[config.mk]
export PLATFORM = sky130hd
export DESIGN_NAME = marquee_multi_mode_flat
export DESIGN_NICKNAME = d
export VERILOG_FILES = /design/src/rtl/marquee_multi_mode_pkg.sv /design/src/rtl/marquee_multi_mode_if.sv /design/src/rtl/marquee_tick_gen.sv /design/src/rtl/marquee_multi_mode.sv /design/src/flat_wrapper.sv
export SDC_FILE = /design/constraint.sdc
export NUM_CORES = 1
export LEC_CHECK = 0
export BUFFER_PORTS_ARGS = -buffer_cell sky130_fd_sc_hd__buf_2
export CORE_MARGIN = 8
export CORE_UTILIZATION = 33
export CTS_CLUSTER_DIAMETER = 60
export DETAILED_ROUTE_END_ITERATION = 10
export GPL_TIMING_DRIVEN = 0
export PLACE_DENSITY = 0.55
export SLEW_MARGIN = 0
export SYNTH_ARGS = -nofsm -noshare
export SYNTH_HDL_FRONTEND = slang
export SYNTH_SLANG_ARGS = --single-unit
export TNS_END_PERCENT = 100
[constraint.sdc]
create_clock -name clk -period 5.1 [get_ports clk]
set_input_delay 0.51 -clock clk [delete_from_list [all_inputs] [get_ports clk]]
set_output_delay 0.51 -clock clk [all_outputs]
set_load 0.02 [all_outputs]
[src/rtl/marquee_multi_mode_pkg.sv]
// rtl/marquee_multi_mode_pkg.sv - mode encoding, widths and next-pattern function for the LED marquee
package marquee_pkg;

    typedef enum logic [1:0] {
        MODE_ROT_L  = 2'b00,
        MODE_ROT_R  = 2'b01,
        MODE_BOUNCE = 2'b10,
        MODE_FILL   = 2'b11
    } mode_t;

    localparam int PWM_W   = 4;
    localparam int MAX_LED = 32;

    typedef struct packed {
        logic [MAX_LED-1:0] pattern;
        logic               dir;
    } step_t;

    // Works on a zero-padded 32-bit pattern; msb is the index of the top LED in use.
    function automatic step_t next_pattern(input mode_t mode, input logic [MAX_LED-1:0] pattern,
                                           input logic dir, input logic [4:0] msb);
        logic [MAX_LED-1:0] mask;
        logic [MAX_LED-1:0] rol;
        logic [MAX_LED-1:0] ror;
        step_t              r;
        for (int i = 0; i < MAX_LED; i++) begin
            mask[i] = (i <= int'(msb));
        end
        rol      = {pattern[MAX_LED-2:0], 1'b0};
        rol[0]   = pattern[msb];
        ror      = {1'b0, pattern[MAX_LED-1:1]};
        ror[msb] = pattern[0];
        r.pattern = rol;
        r.dir     = dir;
        case (mode)
            MODE_ROT_L: begin
                r.pattern = rol;
                r.dir     = 1'b1;
            end
            MODE_ROT_R: begin
                r.pattern = ror;
                r.dir     = 1'b0;
            end
            MODE_BOUNCE: begin
                if (dir && pattern[msb]) begin
                    r.pattern = ror;
                    r.dir     = 1'b0;
                end else if (!dir && pattern[0]) begin
                    r.pattern = rol;
                    r.dir     = 1'b1;
                end else begin
                    r.pattern = dir ? rol : ror;
                end
            end
            MODE_FILL: begin
                r.pattern    = rol;
                r.pattern[0] = ~pattern[msb];
                r.dir        = 1'b1;
            end
        endcase
        r.pattern = r.pattern & mask;
        return r;
    endfunction

endpackage

[src/rtl/marquee_multi_mode_if.sv]
// rtl/marquee_multi_mode_if.sv - control inputs and LED outputs of the marquee
interface marquee_multi_mode_if #(
    parameter int N_LED = 4
);
    logic             en;
    logic [1:0]       mode;
    logic [1:0]       speed;
    logic [N_LED-1:0] led;
    logic             led4_g;
    logic             led5_g;

    modport master (output en, mode, speed, input led, led4_g, led5_g);
    modport slave  (input en, mode, speed, output led, led4_g, led5_g);
endinterface

[src/rtl/marquee_tick_gen.sv]
// rtl/marquee_tick_gen.sv - prescaler plus 2^speed divider producing a one-cycle step pulse
module marquee_tick_gen #(
    parameter int DIV_MAX = 4
) (
    input  logic       clk,
    input  logic       rst,
    input  logic       en,
    input  logic       clr,
    input  logic [1:0] speed,
    output logic       step
);
    localparam int PRESC_W = $clog2(DIV_MAX);

    logic [PRESC_W-1:0] presc;
    logic [2:0]         step_cnt;
    logic [2:0]         step_lim;
    logic               base_tick;

    assign base_tick = en && (presc == PRESC_W'(DIV_MAX - 1));
    assign step_lim  = 3'((4'd1 << speed) - 4'd1);
    // >= rather than == so lowering speed mid-count fires on the next base tick.
    assign step      = base_tick && (step_cnt >= step_lim);

    always_ff @(posedge clk) begin
        if (rst || clr) begin
            presc    <= '0;
            step_cnt <= '0;
        end else if (en) begin
            if (base_tick) begin
                presc    <= '0;
                step_cnt <= step ? 3'd0 : step_cnt + 3'd1;
            end else begin
                presc <= presc + 1'b1;
            end
        end
    end

endmodule

[src/rtl/marquee_multi_mode.sv]
// rtl/marquee_multi_mode.sv - multi-mode LED marquee top; MARQUEE_PWM_DIM_EN adds PWM dimming of led
module marquee_multi_mode
    import marquee_pkg::*;
#(
    parameter int CLK_HZ   = 125000000,
    parameter int N_LED    = 4,
    parameter int DIV_MAX  = CLK_HZ / 4,
    parameter int DIM_DUTY = 4
) (
    input logic                 clk,
    input logic                 rst,
    marquee_multi_mode_if.slave bus
);
    mode_t              mode_in;
    mode_t              mode_q;
    logic [N_LED-1:0]   pat_q;
    logic               dir_q;
    logic               beat_q;
    logic               reload;
    logic               step;
    logic [MAX_LED-1:0] pat_ext;
    step_t              nxt;

    assign mode_in = mode_t'(bus.mode);
    assign reload  = (mode_in != mode_q);

    marquee_tick_gen #(.DIV_MAX(DIV_MAX)) u_tick_gen (
        .clk   (clk),
        .rst   (rst),
        .en    (bus.en),
        .clr   (reload),
        .speed (bus.speed),
        .step  (step)
    );

    always_comb begin
        pat_ext              = '0;
        pat_ext[N_LED-1:0]   = pat_q;
        nxt                  = next_pattern(mode_q, pat_ext, dir_q, 5'(N_LED - 1));
    end

    // Reload outranks a coincident step; step already implies en.
    always_ff @(posedge clk) begin
        if (rst) begin
            mode_q <= mode_in;
            pat_q  <= N_LED'(1);
            dir_q  <= 1'b1;
            beat_q <= 1'b0;
        end else begin
            mode_q <= mode_in;
            if (reload) begin
                pat_q <= N_LED'(1);
                dir_q <= (mode_in != MODE_ROT_R);
            end else if (step) begin
                pat_q  <= nxt.pattern[N_LED-1:0];
                dir_q  <= nxt.dir;
                beat_q <= ~beat_q;
            end
        end
    end

    assign bus.led4_g = beat_q;
    assign bus.led5_g = dir_q;

`ifdef MARQUEE_PWM_DIM_EN
    logic [PWM_W-1:0] pwm_cnt;

    always_ff @(posedge clk) begin
        if (rst) begin
            pwm_cnt <= '0;
        end else begin
            pwm_cnt <= pwm_cnt + 1'b1;
        end
    end

    assign bus.led = ({1'b0, pwm_cnt} < (PWM_W + 1)'(DIM_DUTY)) ? pat_q : '0;
`else
    assign bus.led = pat_q;
`endif

endmodule

[src/flat_wrapper.sv]
// flat-port wrapper written by rule: the top's interface ports become plain ports
module marquee_multi_mode_flat import marquee_pkg::*;
#(
    parameter int CLK_HZ   = 125000000,
    parameter int N_LED    = 4,
    parameter int DIV_MAX  = CLK_HZ / 4,
    parameter int DIM_DUTY = 4
)
  (clk, rst, bus_en, bus_mode, bus_speed, bus_led, bus_led4_g, bus_led5_g);
  marquee_multi_mode_if #(.N_LED(N_LED)) bus_i ();
  input logic clk;
  input logic rst;
  input wire logic [$bits(bus_i.en)-1:0] bus_en;
  input wire logic [$bits(bus_i.mode)-1:0] bus_mode;
  input wire logic [$bits(bus_i.speed)-1:0] bus_speed;
  output wire logic [$bits(bus_i.led)-1:0] bus_led;
  output wire logic [$bits(bus_i.led4_g)-1:0] bus_led4_g;
  output wire logic [$bits(bus_i.led5_g)-1:0] bus_led5_g;
  assign bus_i.en = bus_en;
  assign bus_i.mode = bus_mode;
  assign bus_i.speed = bus_speed;
  assign bus_led = bus_i.led;
  assign bus_led4_g = bus_i.led4_g;
  assign bus_led5_g = bus_i.led5_g;
  marquee_multi_mode #(.CLK_HZ(CLK_HZ), .N_LED(N_LED), .DIV_MAX(DIV_MAX), .DIM_DUTY(DIM_DUTY)) u_core (.clk(clk), .rst(rst), .bus(bus_i));
endmodule
* After elaboration in Yosys (flattened, before gate mapping)
Index checks and enable logic that the tools add are counted.
** Operators by class
- Add/sub/neg operators :: 3
- Order comparisons :: 1
- Equality and inequality tests :: 7
- Shifts and indexed selects :: 1
- Multiplexer cells :: 9
- Bitwise gates (word level) :: 3
- Reductions and logical operators :: 12
** Operators with widths (number)
- 25-bit by 1-bit adder with 25-bit output (second input constant) :: 1
- 25-bit equality test (second input constant) :: 1
- 25-bit two-way mux :: 1
- 5-bit one-hot mux with 4 select lines :: 1
- 4-bit two-way mux :: 2
- 2-bit AND reduction :: 3
- 5-bit two-way mux :: 1
- 2-bit equality test (second input constant) :: 2
- 1-bit logical AND :: 4
- 4-bit by 2-bit != test with 1-bit output (second input constant) :: 1
- 3-bit by 1-bit adder with 3-bit output (second input constant) :: 1
- 3-bit >= comparator :: 1
- 1-bit two-way mux :: 3
- 3-bit two-way mux :: 1
- 1-bit inverter :: 3
- 1-bit by 2-bit left shift with 3-bit output (first input constant) :: 1
- 3-bit by 1-bit subtractor with 3-bit output (second input constant) :: 1
- 2-bit by 1-bit equality test with 1-bit output (second input constant) :: 1
- 2-bit logical NOT :: 1
- 2-bit by 1-bit != test with 1-bit output (second input constant) :: 1
- 2-bit != test :: 1
- 2-bit nonzero test :: 1
- 2-bit OR reduction :: 1
- 1-bit logical NOT :: 1
- 1-bit logical OR :: 1
** Word-level totals
- Register bits :: 36
- Input bits :: 7
- Output and inout port bits :: 6
- Logic and storage cells :: 42

* Logic depth before layout (Yosys ltp)
Gate-level depths: netlist (run 1).
- Depth in word-level cells :: 7
- Mapped depth :: 8
- Depth with buffers taken out :: 7

* Cells and area by module
From an unflattened synthesis (run 1), not the netlist that was laid out.
** Unflattened totals
- Cells, all modules :: 236
- Area, all modules :: 2031.9 µm²
** By module, submodules not included
- marquee_tick_gen :: instances 1, cells an instance 179, area an instance 1511.4 µm², sequential area each 560.5 µm²
- marquee_multi_mode :: instances 1, cells an instance 57, area an instance 520.5 µm², sequential area each 160.2 µm²

* Worst setup path after synthesis (run 1)
OpenSTA, ideal clock, no wires.
- Kind :: input-to-reg
- From :: input port bus_speed[0]
- To :: register u_core.beat_q, in the netlist u_core.bus.led4_g
- Library setup time :: 0.070 ns
- Data arrival time :: 2.294 ns
- Required time :: 5.030 ns
- Path slack :: 2.736 ns
- Stages on the path :: 7
- Buffers on the path :: 0
- Cell sequence :: or2_2 ha_1 nor2b_1 o21a_1 or4_1 or3_1 a21oi_1
** On the way
- Word-level cells in the longest chain between the ends :: 5
** RTL lines
- start: declaration :: RTL line flat_wrapper.sv:15 : input wire logic [$bits(bus_i.speed)-1:0] bus_speed;
- 1-bit by 2-bit left shift with 3-bit output :: RTL line marquee_tick_gen.sv:20 : assign step_lim = 3'((4'd1 << speed) - 4'd1);
- 3-bit by 1-bit subtractor with 3-bit output :: RTL line marquee_tick_gen.sv:20
- 3-bit >= comparator :: RTL line marquee_tick_gen.sv:22 : assign step = base_tick && (step_cnt >= step_lim);
- 1-bit logical AND :: RTL line marquee_tick_gen.sv:22
- 2-bit AND reduction (no source line)
- end signal: assignment :: RTL line marquee_multi_mode.sv:57 : beat_q <= ~beat_q;
- end: declaration :: RTL line marquee_multi_mode.sv:18 : logic beat_q;
Every way passes these cells.
A chain may end at the register's enable or synchronous reset.

* Final worst setup path (run 1)
Ends and elaborated chain as after synthesis.

==> metrics, run 1 <==
Crit. End Element flip-flop; largest net degree at the start of global routing 12; register bit total from synthesis 36; top_reg_cell synth dfxtp_1; Die Y 90.5 um; max-slew violations 0; launch point of the worst path bus_speed[0]; Slew headroom 16.7%; Power per Cell Area 254 nW/um^2; Multi-input gate area 1050 um^2; Crit Reg-Reg Startpoint u_core.u_tick_gen.presc[4]$_SDFFE_PP0P_; Max Clk Rate 437 MHz; top post-synthesis cells by count dfxtp_1 (36), nor2_1 (33), nand2_1 (22); Post-DP HPWL 2750 um; Port Buffers 12; GP Congestion 0.765; Avg Cell Area, Syn 8.18 um^2; post-route ant nets 0; register area 721 um^2; top cells by area, synth dfxtp_1 (39%), xor2_1 (9.1%), nor2_1 (6.8%); switching share of power 23.8%; Starting Density 33.7%; Critical Path End u_core.bus.led4_g$_SDFFE_PP0P_; CP Cell Sequence buf_2, or2_2, ha_1, nor2b_1, o21a_1, or4_1, or3_1, a21oi_1; Netlist cell types 40; cts hold-fix bufs 0; startpoint types input port; worst r2r dst u_core.u_tick_gen.presc[23]$_SDFFE_PP0P_; Syn. warnings 0; RSZ-0062 raised after global routing false; global-route wire length before repair 6940 um; Setup Skew 0.00397 ns; die area 8190 um^2; R2R cell count 5; outcome completed; largest stage delay on the critical path 0.60 ns; number of synthesized flops with an enable pin 0; ANT cells 0; GR Overflow Total 0; leakage dissipation 0.716 nW; TritonCTS clock tree built; initial antenna violation count 0; Die X 90.5 um; routed vias/inst 4.85; drt total wl 3850 um; R2R setup slack 2.84 ns; Seq/Total Area, Yosys 39.3%; Max-Cap Viols 0; min Tclk post-route 2.29 ns; Critical Path RT 5.32 ns; Remaining DRCs 0; post-CTS sizing 0; clk buf depth 2; core area 5440 um^2; critical path class input port to flip-flop; via count 1,534; routed len/inst 12.2 um; postcts setup bufs 0; Initial DRC Count 57; Fin. Hold Viols 0; Crit Path Max Fanout 4; syn nets 236; Setup Viol. Count Final 0; cell with the most instances after synthesis dfxtp_1; Place WS 2.49 ns; Clock Power Share 40.4%; fillers 579; peak supply drop 0.153 mV; GRT Total Usage 10.3%; # rows 27; Cell Area, Synth 1830 um^2; Top Family by Delay on Critical Path simple AND/OR/NAND/NOR gates; Worst-Skew Late Latency 0.29 ns; Nets 255; P_int 0.000402 W; Crit path depth 8; CTS clk-pin slew, worst paths 0.07 ns; Reg power frac 53.9%; Post-Syn Instances 224; setup_tns 0 ns; Comb pwr share 5.6%; switching power 0.000126 W; CTS Root Cell clkbuf_8; vias in the first global route 1,523; pin slew with the least headroom to its limit 1.24 ns; share of layout cells above drive strength 1 11.1%; clock sinks 36; Initial DRT Pass Iterations 4; Synth top area share 39.3%; worst-path cell with the longest stage delay or4_1; largest area contributor in the netlist dfxtp_1; CTS buffer count 5; Critical path buffers and inverters 1; worst setup margin 2.81 ns; final worst-path cycle share 44.9%; worst hold path type input port to flip-flop; async set-reset flop share out of synthesis 0%; H-Tree Depth 2; area growth from synthesis to layout 13.3%; io pins 13; CP arrival 2.51 ns
-- flip-flops by register name, summed over array words and instances (netlist names) --
| register | cells |
|---|---|
| u_core.bus.led4_g | 1 |
| u_core.u_tick_gen.presc | 25 |
| u_core.bus.led5_g | 1 |
| u_core.bus.led | 4 |
| u_core.mode_q | 2 |
| u_core.u_tick_gen.step_cnt | 3 |
-- kinds of logic (layout without fill, tap and decap cells) --
kind of cell | after synthesis | after routing | share of synthesized area (%)
compound gates | 30 | 30 | 9.84
xor+xnor | 25 | 25 | 12.0
fa+ha+maj | 5 | 5 | 3.42
buf+inv | 15 | 35 | 3.28
flops | 36 | 36 | 39.3
mux | 2 | 2 | 1.09
simple gates | 111 | 111 | 31.1
-- final cells by class --
| class | instances | area share [%] |
|---|---|---|
| Sequential cell | 36 | 34.7 |
| Multi-Input combinational cell | 173 | 50.7 |
| Buffer | 7 | 1.45 |
| Tap cell | 72 | 4.34 |
| Clock inverter | 2 | 0.483 |
| Timing Repair Buffer | 12 | 2.90 |
| Inverter | 8 | 1.45 |
| Clock buffer | 6 | 3.98 |
-- how the worst min path moves through the flow --
stage,start,end,cells after the start
floorplan,u_core.u_tick_gen.step_cnt[1]$_SDFFE_PP0P_,u_core.u_tick_gen.step_cnt[1]$_SDFFE_PP0P_,2
global placement,u_core.bus.led4_g$_SDFFE_PP0P_,u_core.bus.led4_g$_SDFFE_PP0P_,2
detailed placement,u_core.bus.led4_g$_SDFFE_PP0P_,u_core.bus.led4_g$_SDFFE_PP0P_,2
CTS,bus_mode[1],u_core.mode_q[1]$_DFF_P_,1
global route,bus_mode[1],u_core.mode_q[1]$_DFF_P_,1
finish,bus_mode[1],u_core.mode_q[1]$_DFF_P_,1
-- worst register-to-register path, stage by stage (launching register included) --
cell and delay [ns]:
dfxtp_1 0.43, nand4_1 0.21, nor4_1 1.07, nand4_1 0.22, xor2_1 0.19, nor2_1 0.05
-- stage by stage --
stage                     cells  area, um^2  power (W)  util (%)  hold slack [ns]
after floorplan             224        1830   0.000310         -            0.452
after global placement      308        1980   0.000320      36.4            0.474
after detailed placement    308        1980   0.000321      36.4            0.481
after CTS                   316        2070   0.000538      38.1            0.351
after global routing        316        2070   0.000557      38.1            0.348
final                       316        2070   0.000527      38.1            0.364
-- power groups by stage --
stage                     Clock (W)  Sequential (W)  Combinational [W]
final                      0.000213        0.000284          0.0000296
after global routing       0.000238        0.000285          0.0000340
after CTS                  0.000224        0.000284          0.0000300
after detailed placement          0        0.000291          0.0000299
after global placement            0        0.000291          0.0000295
after floorplan                   0        0.000291          0.0000195
-- layout by cell type, fill, tap and decap left out, types with 2 or more instances in the layout --
cell type | synthesis | final
o21ai_0 | 8 | 8
buf_2 | 2 | 14
xnor2_1 | 6 | 6
nor4_1 | 4 | 4
nor3_1 | 2 | 2
xor2_1 | 19 | 19
clkinv_2 | 0 | 2
nor2b_1 | 2 | 2
and3_1 | 4 | 4
mux2i_1 | 2 | 2
clkbuf_1 | 4 | 4
or4_1 | 3 | 3
a21oi_1 | 12 | 12
nand2b_1 | 7 | 7
or2_2 | 2 | 2
nor2_1 | 33 | 33
dfxtp_1 | 36 | 36
clkbuf_8 | 0 | 6
or3_1 | 3 | 3
ha_1 | 5 | 5
nand4_1 | 9 | 9
nand2_1 | 22 | 22
nand3_1 | 12 | 12
nor4bb_1 | 2 | 2
inv_1 | 8 | 8
-- routing by layer --
layer  share of wire, %  GRT usage [%]  vias to the layer above
met5                  0              0                        -
met4               0.91           3.74                        0
met3                4.6           4.24                        5
met2                 45           16.6                       18
met1                 49           11.8                      696
li1                   -              -                      815
Power figures use the tool's default switching activity.
==> run 2, diff against run 1 <==
- ABC_AREA: unset -> 1
- PLACE_DENSITY: 0.55 -> 0.54
- clock period: 5.1 -> 2.2 ns (I/O delays scaled with it)
==> run 2 against run 1 <==
  * Sequential power increased by 130%
  * Die area rose by 16%
  * Final cell count up 37%
==> metrics, run 2 <==
ANT cells 0; post-route ant nets 0; routed vias/inst 4.66; Remaining DRCs 0; Post-DP HPWL 3850 um; drt total wl 4930 um; Die X 97.5 um; peak supply drop 0.296 mV; Max-Cap Viols 0; Fin. Hold Viols 0; postcts setup bufs 0; H-Tree Depth 2; commonest non-fill, non-tap cell in the layout nand2_1; critical path class flip-flop to flip-flop; post-CTS sizing 0; Seq/Total Area, Yosys 32.9%; largest net degree at the start of global routing 11; clock sinks 36; Cell Area, Synth 2190 um^2; most frequent cells in the layout nand2_1 (88), nor2_1 (61), inv_1 (45); initial antenna violation count 0; CP arrival 1.85 ns; clk buf depth 2; area growth from synthesis to layout 11.0%; Netlist cell types 33; Setup Viol. Count Final 0; top cells by area, synth dfxtp_1 (33%), nand2_1 (15%), nor2_1 (10%); Max Clk Rate 596 MHz; Slew headroom 73.7%; via count 2,015; Worst-Skew Late Latency 0.29 ns; Critical Path RT 2.38 ns; Die Y 97.5 um; async set-reset flop share out of synthesis 0%; pin slew with the least headroom to its limit 0.391 ns; number of synthesized flops with an enable pin 0; io pins 13; top_reg_cell synth dfxtp_1; routed len/inst 11.4 um; worst hold path type input port to flip-flop; min Tclk post-route 1.68 ns; top post-synthesis cells by count nand2_1 (88), nor2_1 (61), inv_1 (45); register bit total from synthesis 36; Post-Syn Instances 336; CTS Root Cell clkbuf_8; RSZ-0062 raised after global routing false; leakage dissipation 1.05 nW; Finished Core Util 38.1%; vias in the first global route 2,075; die area 9510 um^2; CTS clk-pin slew, worst paths 0.07 ns; share of layout cells above drive strength 1 11.3%; core area 6390 um^2; Syn. warnings 0; Setup Skew 0.00385 ns; Starting Density 34.3%; final worst-path cycle share 76.2%; cell with the most instances after synthesis nand2_1; largest reg by FF count u_core.u_tick_gen.presc; TritonCTS clock tree built; Avg Cell Area, Syn 6.53 um^2; GRT Total Usage 11.4%; global-route wire length before repair 9210 um; CTS buffer count 5; startpoint types flip-flop; syn nets 348; Initial DRT Pass Iterations 4; setup_tns 0 ns; Crit Path Max Fanout 10; Power per Cell Area 516 nW/um^2; Nets 366; GP Congestion 0.878; GR Overflow Total 0; cts hold-fix bufs 0; # rows 29; Initial DRC Count 83; outcome completed; max FFs per register 25; Port Buffers 11; Crit. End Element flip-flop; max-slew violations 0; largest area contributor in the netlist dfxtp_1; Synth top area share 32.9%
==> run 2: path summary, 6_finish.rpt <==
kind,start,endpoint,slack [ns],depth (start not counted)
min reg2reg,u_core.u_tick_gen.step_cnt[1]$_SDFFE_PP0P_,u_core.u_tick_gen.step_cnt[1]$_SDFFE_PP0P_,0.48,2
max reg2reg,u_core.u_tick_gen.presc[0]$_SDFFE_PP0P_,u_core.u_tick_gen.presc[0]$_SDFFE_PP0P_,0.52,9
min,bus_mode[1],u_core.mode_q[1]$_DFF_P_,0.06,1
max,u_core.u_tick_gen.presc[0]$_SDFFE_PP0P_,u_core.u_tick_gen.presc[0]$_SDFFE_PP0P_,0.52,9
==> run 2: kinds of logic after synthesis <==
kind of cell / share of synthesized area [%]
and+or+nand+nor: 42.7
xor gates and xnor gates: 3.94
adders and majority gates: 2.85
buffers and inverters: 10.0
DFF: 32.9
AOI/OAI and AO/OA: 7.59
==> run 2: routing by layer <==
layer	part of all wire [%]	GRT usage, %
met1	51	14.1
met2	43	18.7
met3	4.3	2.99
met4	1.3	3.96
met5	0	0
==> run 2: report_power, final <==
part / internal, W / switching [W] / total (W)
clock: 0.000256 / 0.000239 / 0.000494
combinational: 0.0000369 / 0.0000638 / 0.000101
sequential: 0.000656 / 0.00000607 / 0.000662
total: 0.000949 / 0.000308 / 0.00126
==> run 2: layout make-up <==
| type | count | area [um^2] |
|---|---|---|
| buffer | 4 | 41.3 |
| clock buffer | 8 | 90.1 |
| fill | 690 | 3950 |
| inverter | 47 | 179 |
| multi-input combinational | 249 | 1250 |
| sequential | 36 | 721 |
| tap | 77 | 96.3 |
| timing repair buffer | 11 | 55.1 |
==> run 2: stage by stage <==
step                hold slack [ns]  power [W]  instances  worst slack, ns  instance area [um^2]
floorplan                     0.248   0.000750        336            0.784                  2190
global placement              0.361   0.000779        424            0.523                  2340
detailed placement            0.362   0.000780        424            0.523                  2340
CTS                          0.0550    0.00127        432            0.505                  2430
global route                 0.0556    0.00131        432            0.357                  2430
finish                       0.0620    0.00126        432            0.523                  2430
==> run 2: worst max-delay path: stages (launching register included) <==
cell     delay (ns)
dfxtp_1        0.37
ha_1           0.23
inv_1          0.05
nor2_1         0.13
nand2_1        0.08
nor2_1         0.19
nand2_1        0.16
nand2_2        0.12
buf_6          0.16
o21ai_0        0.08
==> run 3, diff against run 2 <==
- ABC_AREA: 1 -> 0
- PLACE_DENSITY: 0.54 -> 0.55
- clock period: 2.2 -> 1.7 ns (I/O delays scaled with it)
==> run 3 against run 2 <==
  * The flow now finishes with violations (setup timing)
  * Sequential power rose by 28%
  * Global-route usage fell by 0.46 points
  * Total power rose by 29%
  * Non-clock buffer count rose by 32
  * Clock skew rose by 0.0031 ns
  * Worst hold slack got worse by 0.040 ns
  * Clock power rose by 26%
  * Design area rose by 10%
  * Largest power group unchanged
  * Highest routed layer unchanged
==> metrics, run 3 (synthesis results as in run 1) <==
largest stage delay on the critical path 0.36 ns; Max Clk Rate 502 MHz; Max-Cap Viols 0; Nets 283; Crit. End Element flip-flop; max-slew violations 0; CTS buffer count 5; Finished Core Util 49.3%; initial antenna violation count 0; startpoint types flip-flop; worst hold path type input port to flip-flop; min Tclk post-route 1.99 ns; core area 5440 um^2; R2R setup slack -0.29 ns; H-Tree Depth 2; via count 1,707; worst r2r dst u_core.u_tick_gen.presc[2]$_SDFFE_PP0P_; max FFs per register 25; share of layout cells above drive strength 1 39.3%; Hold EP u_core.mode_q[1]$_DFF_P_; Top Family by Delay on Critical Path simple AND/OR/NAND/NOR gates; clk buf depth 2; Initial DRC Count 67; outcome complete, but fails checks; TritonCTS clock tree built; GP Congestion 0.762; CTS Root Cell clkbuf_8; area growth from synthesis to layout 46.2%; io pins 13; GRT Total Usage 11.0%; placed cell count 308; Remaining DRCs 0; die area 8190 um^2; worst-path cell with the longest stage delay dfxtp_4; fillers 507; Worst-Skew Late Latency 0.29 ns; Die X 90.5 um; clock sinks 36; GR Overflow Total 0; min-delay src bus_mode[1]; Critical path buffers and inverters 4; Setup Skew 0.00690 ns; Fin. Hold Viols 0; Slew headroom 68.8%; peak supply drop 0.388 mV; post-route ant nets 0; critical path class flip-flop to flip-flop; Starting Density 33.7%; pin slew with the least headroom to its limit 0.465 ns; Crit Reg-Reg Startpoint u_core.u_tick_gen.presc[16]$_SDFFE_PP0P_; final worst-path cycle share 117%; CTS clk-pin slew, worst paths 0.07 ns; R2R cell count 9; CP Cell Sequence nor4bb_4, nand4_1, buf_4, or3_4, buf_6, nand2_8, buf_12, buf_16, nor2_1; routed vias/inst 4.96; vias in the first global route 1,737; ANT cells 0; violations in the final reports setup timing; most frequent cells in the layout dfxtp_1 (27), nand2_1 (20), xor2_1 (19), buf_4 (19), nor2_2 (16); global-route wire length before repair 7630 um; CP arrival 2.18 ns; worst setup margin -0.294 ns; Initial DRT Pass Iterations 4; Crit Path Max Fanout 5; Setup Viol. Count Final 34; Critical Path RT 1.88 ns; Post-DP HPWL 2780 um; largest net degree at the start of global routing 11; largest reg by FF count u_core.u_tick_gen.presc; final cell count without fillers 344; Min-Delay Path Depth 1; routed len/inst 13.1 um; Die Y 90.5 um; drt total wl 4510 um; RSZ-0062 raised after global routing true; Port Buffers 12; leakage dissipation 0.962 nW; # rows 27; Power per Cell Area 607 nW/um^2; commonest non-fill, non-tap cell in the layout dfxtp_1
## run 3: layer usage
| metal | track usage, % | wire [um] | part of all wire, % |
|---|---|---|---|
| met1 | 12.0 | 1910 | 42 |
| met2 | 19.7 | 2390 | 53 |
| met3 | 2.74 | 151 | 3.3 |
| met4 | 4.16 | 57 | 1.3 |
| met5 | 0 | 0 | 0 |
## run 3: worst max path at each step
stage | startpoint | to | slack (ns) | cells after the start
5_1_grt | u_core.u_tick_gen.presc[16]$_SDFFE_PP0P_ | u_core.u_tick_gen.step_cnt[2]$_SDFFE_PP0P_ | -0.39 | 6
2_1_floorplan | u_core.u_tick_gen.presc[1]$_SDFFE_PP0P_ | u_core.bus.led4_g$_SDFFE_PP0P_ | -0.21 | 6
4_1_cts | u_core.u_tick_gen.step_cnt[0]$_SDFFE_PP0P_ | u_core.bus.led4_g$_SDFFE_PP0P_ | -0.27 | 7
6_report | u_core.u_tick_gen.presc[16]$_SDFFE_PP0P_ | u_core.u_tick_gen.presc[2]$_SDFFE_PP0P_ | -0.29 | 9
3_5_place_dp | bus_speed[0] | u_core.bus.led[1]$_SDFFE_PP0P_ | -0.47 | 8
3_3_place_gp | bus_speed[0] | u_core.bus.led[1]$_SDFFE_PP0P_ | -0.47 | 8
## run 3: what timing repair did
action                                  4_1_cts  5_1_grt
pin swaps                                    31       18
hold buffers                                  0        0
resized for setup                            44       31
setup buffers                                19        9
cloned                                        2        0
endpoints found under the setup margin       34       34
## run 3: final cells by class
| cell class | count | area (um^2) | share of cell area, % |
|---|---|---|---|
| Multi-Input combinational cell | 173 | 1330 | 49.6 |
| Timing Repair Buffer | 42 | 368 | 13.7 |
| Tap cell | 72 | 90.1 | 3.36 |
| Buffer | 5 | 30.0 | 1.12 |
| Clock buffer | 8 | 90.1 | 3.36 |
| Inverter | 8 | 30.0 | 1.12 |
| Sequential cell | 36 | 742 | 27.7 |
## run 3: through the flow
step                instance area (um^2)  TNS, ns  hold WS, ns  power (W)  setup slack [ns]
floorplan                           1900    -1.31        0.198   0.000939            -0.210
global placement                    2050    -8.87        0.315   0.000970            -0.465
detailed placement                  2050    -8.83        0.314   0.000971            -0.466
CTS                                 2500    -6.52       0.0140    0.00164            -0.274
global route                        2680   -10.59       0.0146    0.00170            -0.390
finish                              2680    -7.53       0.0220    0.00163            -0.294
## run 3: report_power, final
part / internal (W) / switching (W)
Sequential: 0.000842 / 0.00000588
Combinational: 0.0000740 / 0.0000822
Clock: 0.000330 / 0.000292
Total: 0.00125 / 0.000380
